File: src/rtl/apb_uart_requester.sv
// APB initiator for the UART slave: takes one command at a time, runs SETUP/ACCESS
// against the UART's APB port, and returns read data and error status as a held response.
module apb_uart_requester #(
  parameter int ADDR_WIDTH     = 8,
  parameter int DATA_WIDTH     = 32,
  parameter int TIMEOUT_CYCLES = 1024,
  parameter int TO_WIDTH       = 11
) (
  input  logic                  PCLK,
  input  logic                  PRESET,
  input  logic                  cmd_valid,
  output logic                  cmd_ready,
  input  logic                  cmd_write,
  input  logic [ADDR_WIDTH-1:0] cmd_addr,
  input  logic [DATA_WIDTH-1:0] cmd_wdata,
  output logic                  rsp_valid,
  input  logic                  rsp_ready,
  output logic [DATA_WIDTH-1:0] rsp_rdata,
  output logic                  rsp_error,
  output logic                  rsp_timeout,
  output logic                  PSEL,
  output logic                  PENABLE,
  output logic                  PWRITE,
  output logic [ADDR_WIDTH-1:0] PADDR,
  output logic [DATA_WIDTH-1:0] PWDATA,
  input  logic [DATA_WIDTH-1:0] PRDATA,
  input  logic                  PREADY,
  input  logic                  PSLVERR
);

  // state  | meaning
  // IDLE   | waiting for a command; cmd_ready high (from one cycle after reset)
  // SETUP  | APB setup phase, PSEL=1 PENABLE=0, always one cycle
  // ACCESS | APB access phase, waiting on PREADY or the timeout
  // RESP   | response held on rsp_* until rsp_ready
  typedef enum logic [1:0] {
    ST_IDLE,
    ST_SETUP,
    ST_ACCESS,
    ST_RESP
  } state_t;

  localparam bit                TO_EN   = (TIMEOUT_CYCLES != 0);
  localparam logic [TO_WIDTH-1:0] TO_LAST = TO_WIDTH'(TIMEOUT_CYCLES - 1);

  state_t              state;
  logic [TO_WIDTH-1:0] to_cnt;

  always_ff @(posedge PCLK or posedge PRESET) begin
    if (PRESET) begin
      state       <= ST_IDLE;
      to_cnt      <= '0;
      cmd_ready   <= 1'b0;
      rsp_valid   <= 1'b0;
      rsp_rdata   <= '0;
      rsp_error   <= 1'b0;
      rsp_timeout <= 1'b0;
      PSEL        <= 1'b0;
      PENABLE     <= 1'b0;
      PWRITE      <= 1'b0;
      PADDR       <= '0;
      PWDATA      <= '0;
    end else begin
      case (state)
        ST_IDLE: begin
          // cmd_ready is only low here on the first cycle out of reset
          if (!cmd_ready) begin
            cmd_ready <= 1'b1;
          end else if (cmd_valid) begin
            PWRITE    <= cmd_write;
            PADDR     <= cmd_addr;
            PWDATA    <= cmd_wdata;
            cmd_ready <= 1'b0;
            PSEL      <= 1'b1;
            state     <= ST_SETUP;
          end
        end
        ST_SETUP: begin
          PENABLE <= 1'b1;
          state   <= ST_ACCESS;
        end
        ST_ACCESS: begin
          // PREADY takes priority over a timeout landing on the same cycle
          if (PREADY) begin
            rsp_rdata   <= PWRITE ? '0 : PRDATA;
            rsp_error   <= PSLVERR;
            rsp_timeout <= 1'b0;
            rsp_valid   <= 1'b1;
            PSEL        <= 1'b0;
            PENABLE     <= 1'b0;
            to_cnt      <= '0;
            state       <= ST_RESP;
          end else if (TO_EN && (to_cnt == TO_LAST)) begin
            rsp_rdata   <= '0;
            rsp_error   <= 1'b1;
            rsp_timeout <= 1'b1;
            rsp_valid   <= 1'b1;
            PSEL        <= 1'b0;
            PENABLE     <= 1'b0;
            to_cnt      <= '0;
            state       <= ST_RESP;
          end else begin
            to_cnt <= to_cnt + 1'b1;
          end
        end
        ST_RESP: begin
          if (rsp_ready) begin
            rsp_valid <= 1'b0;
            cmd_ready <= 1'b1;
            state     <= ST_IDLE;
          end
        end
        default: state <= ST_IDLE;
      endcase
    end
  end

endmodule

File: config.mk
export PLATFORM = sky130hd
export DESIGN_NAME = apb_uart_requester
export DESIGN_NICKNAME = d
export VERILOG_FILES = /design/src/rtl/apb_uart_requester.sv
export SDC_FILE = /design/constraint.sdc
export NUM_CORES = 1
export LEC_CHECK = 0
export ABC_AREA = 1
export CORE_MARGIN = 2
export CORE_UTILIZATION = 43
export CTS_CLUSTER_SIZE = 24
export DETAILED_ROUTE_END_ITERATION = 10
export MAX_ROUTING_LAYER = met4
export PLACE_DENSITY = 0.86
export RECOVER_POWER = 50
export SLEW_MARGIN = 40
export SYNTH_ARGS = -nofsm -noshare
export SYNTH_HDL_FRONTEND = slang
export SYNTH_SLANG_ARGS = --single-unit
File: constraint.sdc
create_clock -name PCLK -period 3.9 [get_ports PCLK]
set_clock_uncertainty 0.15 [all_clocks]
set_input_delay 0.585 -clock PCLK [delete_from_list [all_inputs] [get_ports PCLK]]
set_output_delay 0.585 -clock PCLK [all_outputs]
set_load 0.1 [all_outputs]
* Yosys cells after proc, flatten, opt, wreduce, memory -nomap -nowiden
Index checks and enable logic that the tools add are counted.
Storage, ports and cells: bits in registers 92, bits of input ports 79, output and inout port bits 79
Cells by class: add/sub/neg operators 1, equal/unequal tests 8, mux-type cells 27, reduce and logical (&&, ||, !) cells 13
Operators with widths (number):
- two-way mux 32 bit | 3
- two-way mux 11 bit | 2
- two-way mux 1 bit | 12
- adder 11 x 1 -> 11 bit, second input constant | 1
- equality test 11 x 10 -> 1 bit, second input constant | 1
- two-way mux 2 bit | 5
- nonzero test 2 bit | 5
- case mux 1 bit (2 select lines) | 4
- case mux 2 bit (4 select lines) | 1
- AND reduction 4 bit | 2
- != test 2 bit, second input constant | 3
- AND reduction 2 bit | 3
- AND reduction 3 bit | 2
- equality test 2 bit, second input constant | 2
- != test 3 bit, second input constant | 1
- equality test 2 x 1 -> 1 bit, second input constant | 1
- zero test 2 bit | 1

* Logic depth before layout (Yosys ltp)
word-level depth 4, gate-level depth with buffers 10

* Worst setup path after synthesis
No wires, ideal clock.
path type reg2reg, start reg cmd_ready, end reg PADDR[0], library setup time 0.126 ns, arrival 1.812 ns, path slack 1.812 ns, stages on the path, launching flop included 4, path buffers 1, path through dfrtp_1 > nand3_1 > buf_2 > mux2_2
Between the ends: word-level cells in the longest chain between the ends 1
RTL lines:
- start: declaration | RTL line 12 | output logic cmd_ready,
- start signal: assignment | RTL line 53 | cmd_ready <= 1'b0;
- start signal: assignment | RTL line 68 | cmd_ready <= 1'b1;
- start signal: assignment | RTL line 73 | cmd_ready <= 1'b0;
- AND reduction 3 bit (no source line)
- end signal: assignment | RTL line 71 | PADDR <= cmd_addr;
- end: declaration | RTL line 24 | output logic [ADDR_WIDTH-1:0] PADDR,
No other way between the ends. A chain may end at the register's enable or synchronous reset.

* Worst setup path in the final report
start reg rsp_timeout, end out rsp_timeout
RTL lines:
- start: declaration | RTL line 20 | output logic rsp_timeout,
- start signal: assignment | RTL line 57 | rsp_timeout <= 1'b0;
- start signal: assignment | RTL line 87 | rsp_timeout <= 1'b0;
- start signal: assignment | RTL line 96 | rsp_timeout <= 1'b1;
No word-level cell between the ends.

==> run metrics <==
Die W 100 µm; antenna fix cells 0; total negative slack 0 ps; DRC violation count after routing 0; post-synthesis net count 442; worst slew slack as a fraction of its limit 19.7%; Die Area 0.0100 mm²; final number of max-transition violations 0; count of final setup violators 0; via count of the first global-routing pass 3077; leading post-synthesis cells by instance count sky130_fd_sc_hd__dfrtp_1, sky130_fd_sc_hd__nand2_1, sky130_fd_sc_hd__nand3_1, sky130_fd_sc_hd__mux2_2, sky130_fd_sc_hd__o21ai_2; starting density of the core 43.6%; family of cells with the greatest summed delay on the critical path buffers and inverters; setup bufs post-CTS 0; Routed Antenna Nets 0; number of enable flip-flop cells after synthesis 0; share of cells above drive strength 1 26.8%; kind of start point of the critical path register; global routing usage summed across all routing layers 19.5%; leading cell types by total area after synthesis sky130_fd_sc_hd__dfrtp_1, sky130_fd_sc_hd__mux2_2, sky130_fd_sc_hd__nand2_1; Synth Cell Area 0.00397 mm²; detailed-route wire length per cell 15.0 µm; clk sink count 92; Slowest cell on crit path sky130_fd_sc_hd__clkbuf_1; DRC marker count from the first detailed-route iteration 137; post-cts repair resize count 0; highest net fanout along the worst path 2; Main synth FF type sky130_fd_sc_hd__dfrtp_1; Synth async-reset ratio 100%; first drt pass iteration count 4; setup repair after global routing missed its margin false; final net count 595; number of flip-flops and latches in the synthesized netlist 92; sequential cell area fraction in the yosys report 58.0%; clock-pin slew on the worst setup and hold paths 100 ps; Final Hold Violating Endpoints 0; count of non-filler cells in the finished layout 626; count of buffers inserted at the top-level ports 157; Worst path max stage delay 890 ps; CTS Root Cell sky130_fd_sc_hd__clkbuf_8; WL final 9.40 mm; Min-Delay Path Class reg -> reg; clock period minus worst slack 2340 ps; most repeated cell in the gate-level netlist after synthesis sky130_fd_sc_hd__dfrtp_1; Area growth syn-to-layout 35.4%; Yosys warning count 0; HPWL after detailed placement 6.73 mm; Avg Inst Size Synth 11.1 µm²; area share of the largest cell type after synthesis 58.0%; number of distinct library cell variants in the gate-level netlist after synthesis 23; Bufs and invs on worst path 1; Inserted Clock Buffers 9; chip height 100 µm; final critical-path share of the clock period 60.0%; CP Class reg -> out; Syn Inst Count 357; DR vias/cell 4.99; global-route wire length before repair 15.1 mm; CP Data Arrival Time 1610 ps; crit end category primary output; Overflow after GRT 0; biggest area consumer among synthesized cells sky130_fd_sc_hd__dfrtp_1; buffers from clock root to sink, at most 2; count of placed standard cells including taps 610; RePlAce Congestion 0.893; via count of the routed design 3126; Max-cap violations 0; I/O pins 158; status complete, no violations; achievable frequency 427 MHz; number of core rows 35; TritonCTS clock tree built; hold bufs inserted after CTS 0; antenna violations before repair 0; area of the placeable core 0.00911 mm²; clock insertion delay at the later pin of the skew report 350 ps; Required @ worst endpoint 3160 ps; crit-path cells clkbuf_1; largest net degree at the start of global routing 93; Worst Max-Slew Pin Slew 1210 ps; number of H-tree levels 3
==> cell usage in the layout (no fill, tap or decap), drive strengths merged <==
cell and instances:
dfrtp 92, a21oi 5, and3b 1, dlygate4sd3 1, clkinvlp 4, nand4 3, nand2 63, o21ai 38
mux2 40, nand3 42, clkdlybuf4s50 77, xor2 3, inv 22, ha 6, clkbuf 43, xnor2 1
mux2i 1, or2 1, buf 51, o21bai 2, bufinv 1, nor2 18
==> state kept, by name (all words and copies together), names as in the netlist <==
signal       flops
rsp_valid        1
PENABLE          1
cmd_ready        1
rsp_error        1
rsp_rdata       32
state            2
PWDATA          32
PADDR            8
to_cnt          11
rsp_timeout      1
PWRITE           1
PSEL             1
==> per-layer routing <==
metal | routed length, µm | vias to the layer above | GRT usage (%)
li1 | - | 1493 | -
met1 | 4120 | 1509 | 26.1
met2 | 4510 | 108 | 29.9
met3 | 593 | 16 | 4.67
met4 | 173 | 0 | 5.58
met5 | 0 | - | -
==> logic make-up after synthesis <==
group	share of synthesized area, %
AO/OA/AOI/OAI	8.26
buffers and inverters	5.45
flip-flops	58.0
XOR/XNOR	0.883
adder cells (fa/ha/maj)	1.89
AND/OR/NAND/NOR	13.9
multiplexers	11.6
==> path summary, 6_finish.rpt <==
kind | endpoint | cells after the start | startpoint | slack (ps)
setup / recovery | rsp_timeout | 1 | rsp_timeout | 1560
hold / removal | rsp_rdata[27] | 2 | rsp_rdata[27] | 350
setup reg to reg | rsp_rdata[24] | 6 | state[0] | 1680
hold reg to reg | rsp_rdata[27] | 2 | rsp_rdata[27] | 350
max in group asynchronous | to_cnt[10] | 3 | PRESET | 2550
min in group asynchronous | PWDATA[9] | 3 | PRESET | 670
==> through the flow <==
stage | utilization (%) | area, µm² | setup WS [ps] | hold slack [ps]
2_1_floorplan | - | 3970 | 773 | 327
3_3_place_gp | 61.6 | 5610 | 1390 | 316
3_5_place_dp | 57.3 | 5220 | 1350 | 319
4_1_cts | 59.5 | 5420 | 1680 | 340
5_1_grt | 59.0 | 5380 | 1490 | 370
6_report | 59.0 | 5380 | 1560 | 346
==> area by class of cell <==
cell class,instances,area [µm²]
Fill cell,792,3730
Sequential cell,92,2300
Multi-Input combinational cell,224,1460
Timing Repair Buffer,162,1200
Tap cell,111,139
Clock buffer,10,128
Inverter,21,80.1
Clock inverter,6,72.6
Power is left out: the tool's default activity adds up to more than one toggle a clock period on the data nets, which glitch-free logic cannot reach.
